## src/rtl/pick_flux_scheduler.sv

```systemverilog
// pick_flux_scheduler: round-robin grant of one stream's selector token, then one data token from the port it names, onto a shared output.
// Latency: selector read at N, data read at N+1, output write at N+2; peak one token every 3 cycles.
// Backpressure: out0_full holds the token in OUT with data/tag stable and no reads issued; build with PICK_SEL_CHECK_EN to discard out-of-range selectors and pulse err.

module pick_flux_scheduler #(
    parameter int WIDTH = 8,
    parameter int FLUX  = 2,
    parameter int PORTS = 2
) (
    input  logic                     ck,
    input  logic                     rst,
    input  logic [FLUX-1:0]          nda_empty,
    output logic [FLUX-1:0]          nda_read,
    input  logic [WIDTH-1:0]         nda_data,
    input  logic [PORTS*FLUX-1:0]    in_empty,
    output logic [PORTS*FLUX-1:0]    in_read,
    input  logic [PORTS*WIDTH-1:0]   in_data,
    input  logic                     out0_full,
    output logic                     out0_wr,
    output logic [WIDTH-1:0]         out0_data,
    output logic [FLUX-1:0]          out0_flux,
    output logic                     err
);

    localparam int CW = (FLUX > 1) ? $clog2(FLUX) : 1;
    localparam int PW = (PORTS > 1) ? $clog2(PORTS) : 1;
    localparam int NB = PORTS * FLUX;
    localparam int IW = (NB > 1) ? $clog2(NB) : 1;
    localparam logic [WIDTH-1:0] PORTS_W = WIDTH'(PORTS);
    localparam logic [CW-1:0]    LAST    = CW'(FLUX - 1);

    typedef enum logic [1:0] {
        ARB  = 2'd0,
        DATA = 2'd1,
        OUT  = 2'd2
    } state_t;

    state_t          state;
    logic [CW-1:0]   rr_ptr;
    logic [CW-1:0]   cur;
    logic [WIDTH-1:0] sel;
    // Low for the first cycle after reset release so no strobe fires before state settles.
    logic            run;

    logic            found;
    logic            found_hi;
    logic [CW-1:0]   grant;
    logic [CW-1:0]   grant_hi;
    logic [CW-1:0]   grant_lo;

    logic [PW-1:0]   port_idx;
    logic [IW-1:0]   in_bit;
    logic            data_rdy;
    logic [WIDTH-1:0] in_word;

    function automatic logic [CW-1:0] wrap_inc(input logic [CW-1:0] v);
        return (v == LAST) ? '0 : v + CW'(1);
    endfunction

    // Round-robin search: lowest pending stream at or above rr_ptr, otherwise lowest pending overall (wrap).
    always_comb begin
        found    = 1'b0;
        found_hi = 1'b0;
        grant_hi = '0;
        grant_lo = '0;
        for (int f = FLUX - 1; f >= 0; f--) begin
            if (!nda_empty[f]) begin
                found    = 1'b1;
                grant_lo = CW'(f);
                if (CW'(f) >= rr_ptr) begin
                    found_hi = 1'b1;
                    grant_hi = CW'(f);
                end
            end
        end
        grant = found_hi ? grant_hi : grant_lo;
    end

    // Decode the latched selector into a port and the flat data-FIFO bit of the current stream.
    always_comb begin
        port_idx = PW'(sel % PORTS_W);
        in_bit   = IW'(int'(cur) * PORTS + int'(port_idx));
        in_word  = '0;
        data_rdy = 1'b0;
        for (int p = 0; p < PORTS; p++) begin
            if (PW'(p) == port_idx) in_word = in_data[p*WIDTH +: WIDTH];
        end
        for (int b = 0; b < NB; b++) begin
            if (IW'(b) == in_bit) data_rdy = ~in_empty[b];
        end
    end

    // Strobes are combinational on the current state so each FIFO read lands in the cycle its data is valid.
    always_comb begin
        nda_read = '0;
        in_read  = '0;
        out0_wr  = 1'b0;
        if (run) begin
            case (state)
                ARB: begin
                    if (found) begin
                        for (int f = 0; f < FLUX; f++) begin
                            if (CW'(f) == grant) nda_read[f] = 1'b1;
                        end
                    end
                end
                DATA: begin
                    if (data_rdy) begin
                        for (int b = 0; b < NB; b++) begin
                            if (IW'(b) == in_bit) in_read[b] = 1'b1;
                        end
                    end
                end
                OUT:     out0_wr = ~out0_full;
                default: ;
            endcase
        end
    end

`ifdef PICK_SEL_CHECK_EN
    logic err_q;
    assign err = err_q;
`else
    assign err = 1'b0;
`endif

    // Scheduler FSM: ARB grants a selector, DATA fetches its token, OUT presents it until accepted.
    always_ff @(posedge ck or negedge rst) begin
        if (!rst) begin
            state     <= ARB;
            rr_ptr    <= '0;
            sel       <= '0;
            cur       <= '0;
            out0_data <= '0;
            out0_flux <= '0;
            run       <= 1'b0;
`ifdef PICK_SEL_CHECK_EN
            err_q     <= 1'b0;
`endif
        end else begin
            run <= 1'b1;
`ifdef PICK_SEL_CHECK_EN
            err_q <= 1'b0;
`endif
            case (state)
                ARB: begin
                    if (|nda_read) begin
                        sel <= nda_data;
                        cur <= grant;
`ifdef PICK_SEL_CHECK_EN
                        // Out-of-range selector: drop it, flag it, and move the pointer past this stream.
                        if (nda_data >= PORTS_W) begin
                            err_q  <= 1'b1;
                            rr_ptr <= wrap_inc(grant);
                            state  <= ARB;
                        end else begin
                            state  <= DATA;
                        end
`else
                        state <= DATA;
`endif
                    end
                end
                DATA: begin
                    if (|in_read) begin
                        out0_data <= in_word;
                        out0_flux <= FLUX'(1) << cur;
                        state     <= OUT;
                    end
                end
                OUT: begin
                    if (out0_wr) begin
                        rr_ptr <= wrap_inc(cur);
                        state  <= ARB;
                    end
                end
                default: state <= ARB;
            endcase
        end
    end

endmodule

```

## config.mk

```make
export PLATFORM = sky130hd
export DESIGN_NAME = pick_flux_scheduler
export DESIGN_NICKNAME = d
export VERILOG_FILES = /design/src/rtl/pick_flux_scheduler.sv
export SDC_FILE = /design/constraint.sdc
export NUM_CORES = 1
export LEC_CHECK = 0
export ABC_AREA = 0
export ABC_CLOCK_PERIOD_IN_PS = 2100
export CAP_MARGIN = 10
export CORE_MARGIN = 4
export CORE_UTILIZATION = 37
export DETAILED_ROUTE_END_ITERATION = 10
export MAX_ROUTING_LAYER = met4
export PLACE_DENSITY_LB_ADDON = 0.15
export RECOVER_POWER = 25
export SLEW_MARGIN = 30
export SYNTH_ARGS = -nofsm -noshare
export SYNTH_HDL_FRONTEND = slang
export SYNTH_SLANG_ARGS = --single-unit
```

## constraint.sdc

```tcl
create_clock -name ck -period 2.1 [get_ports ck]
set_input_delay 0.63 -clock ck [delete_from_list [all_inputs] [get_ports ck]]
set_output_delay 0.63 -clock ck [all_outputs]
set_load 0.005 [all_outputs]
```

==> impl_metrics.toml <==
[outcome]
status = "finished, violations left"
violations = "negative setup slack"

[route]
drt_iter0_markers = 4
wirelength_um = 2510
vias = 843
vias_per_cell = 4.93
post_drt_wl_per_cell_um = 14.7
firstDrtPassIters = 4
drc_errors = 0
ant_nets = 0

[synthesis]
synth_largest_area_cell = "dfrtp_1"
netlist_area_um2 = 895
synth_top_cell_area_share_pct = 44.8
syn_nets = 108
synth.yosys.seq_area_share_pct = 44.8
syn-mean-instance-area_um2 = 11.9
ys_ff_latch = 16
ys_types = 26
yosys_warnings = 0
synthCells = 75
yosys-top-cells-area = "dfrtp_1 (45%), mux2_2 (21%), mux2i_1 (3.4%)"

[critical_path]
crit_fanout = 4
cpLargestDelayFamily = "simple AND/OR/NAND/NOR gates"
reg2reg_from = "sel[0]"
reg2reg_setup_slack_ns = 0.33
worstPathArrival_ns = 1.53
cp.required_ns = 1.47
cp_slowest_cell = "dfrtp_1"
crit_buf_inv = 2
critPathMaxStageDelay_ns = 0.43
critical_path_class = "flop to output pin"
setup.worst_path.start = "state[1]"
end_kind = "output pin"
crit_chain = "buf_6 -> or3b_4 -> nor3_4 -> buf_2"
critPathLaunchType = "flop"

[pwr]
seq_power_share_pct = 32.9
swShare_pct = 31.7
vdd_drop_max_mv = 0.740
intPower_w = 0.00119
pwr-share-clk_pct = 11.9
pwr-share-comb_pct = 55.2
power.density_mw_per_mm2 = 1100
p_sw_w = 0.000553
leakage_nw = 0.699

[grt]
grt_pass1_wl_um = 4040
antenna_found_initial = 0
grt_max_degree = 17
grt_util_all_layers_pct = 16.3
grt_pass1_vias = 932
overflow = 0

[placement]
placed_area_mm2 = 0.00148
hpwl_um = 1780
pre_cts_slack_ns = -0.564
gp_congestion = 0.752
portBuffers = 42

[layout]
post-route-util_pct = 70.5
most-common-layout-cells = "clkdlybuf4s50_1 (31), buf_4 (22), mux2_2 (17)"
ff_latch_area_um2 = 400
area_delta_synth_final_pct = 77.6
multi_input_area_um2 = 526
fin_area_mm2 = 0.00159
nNetsFinal = 177
drive_gt1_share_pct = 46.9
antenna_cells = 0
nFillCells = 174
final_common_cell = "clkdlybuf4s50_1"

[timing]
slew_headroom_pct = 40.5
hold_viol_final = 0
tns_ns = -0.0906
drv_slew = 0
setup_violations = 2
rsz0062_at_grt = "true"
tightestPinTransition_ns = 0.893
clock.fmax_mhz = 464
holdWs_ns = 0.516
setup_ws_ns = -0.0574
period_share_pct = 103
period_minus_slack_ns = 2.16
clock_skew_ns = 0.00142

[floorplanning]
dieHeight_um = 57.2
row_count = 17
die_x_um = 57.2
dieArea_mm2 = 0.00327
core_area_mm2 = 0.00225
ios = 51
initial_core_util_pct = 39.7

[min_path]
holdCritStartpoint = "out0_data[0]"
min_path_type = "flop to flop"

[clocking]
clk_latency_ns = 0.28
cts_root_buffer = "clkbuf_4"
cts_tree = "yes"
clockBufferDepth = 2
cts_sinks = 16
cts_made_buffers = 3
cts_max_level = 1
clkTransAtPathRegs_ns = 0.10

[job]
drv_cap = 0
==> power by group through the flow <==
stage,Clock (W),Sequential (W),Combinational [W]
2_1_floorplan,0,0.000541,0.000471
3_3_place_gp,0,0.000558,0.000878
3_5_place_dp,0,0.000569,0.000894
4_1_cts,0.000214,0.000566,0.000951
5_1_grt,0.000226,0.000597,0.00103
6_report,0.000207,0.000573,0.000960
==> metrics by stage <==
stage | total power (W) | instances
2_1_floorplan | 0.00101 | 75
3_3_place_gp | 0.00144 | 162
3_5_place_dp | 0.00146 | 162
4_1_cts | 0.00173 | 170
5_1_grt | 0.00186 | 171
6_report | 0.00174 | 171
==> cell usage after synthesis <==
master	instances
a22o_1	1
a21oi_1	3
nand4bb_1	1
buf_4	1
or3b_1	1
nor3_1	4
o21ai_0	3
nand4b_1	1
nor2_1	2
mux2i_1	3
mux2_2	17
nand3b_1	1
dfrtp_1	16
nand2_1	2
a31o_2	1
o21bai_1	1
and3b_1	1
nor3b_1	3
buf_2	2
nand2b_1	2
inv_1	2
o22ai_4	1
a311oi_1	1
mux2_4	2
buf_6	1
conb_1	2
==> path summary, 6_finish.rpt <==
| path | cells after the start | end |
|---|---|---|
| worst max-delay path | 4 | nda_read[1] |
| worst min-delay path | 1 | out0_data[0] |
| worst max register to register | 4 | out0_data[6] |
| worst min register to register | 1 | out0_data[0] |
| max in group asynchronous | 2 | out0_flux[1] |
| min in group asynchronous | 2 | out0_data[0] |
==> per-layer routing <==
layer	wire length (µm)	global-route usage, %	up-vias
met1	1000	16.9	395
li1	-	-	406
met3	144	4.52	8
met4	60	5.63	0
met2	1300	29.4	34
met5	0	-	-
==> registers in the layout, indices dropped and copies added, names as in the netlist <==
register	count
run	1
rr_ptr	1
cur	1
state	2
sel	1
out0_data	8
out0_flux	2
==> layout make-up <==
| class | instances | area share, % |
|---|---|---|
| Clock buffer | 4 | 2.28 |
| Multi-Input combinational cell | 53 | 33.1 |
| Sequential cell | 16 | 25.2 |
| Timing Repair Buffer | 68 | 36.8 |
| Tap cell | 28 | 2.20 |
| Inverter | 2 | 0.472 |
==> cell families after synthesis <==
family | Yosys count | synth area share, %
flip-flops | 16 | 44.8
other | 2 | 0.839
AO/OA/AOI/OAI | 11 | 9.37
AND/OR/NAND/NOR | 18 | 12.9
buffers and inverters | 6 | 4.06
multiplexers | 22 | 28.1
==> timing repair <==
| item | CTS | global route |
|---|---|---|
| hold buffers | 0 | 0 |
| cloned | 0 | 0 |
| endpoints found under the setup margin | 7 | 5 |
| pin swaps | 7 | 4 |
| buffers inserted | 4 | 1 |
| gates resized for setup | 39 | 5 |
(Power assumes the default switching activity.)
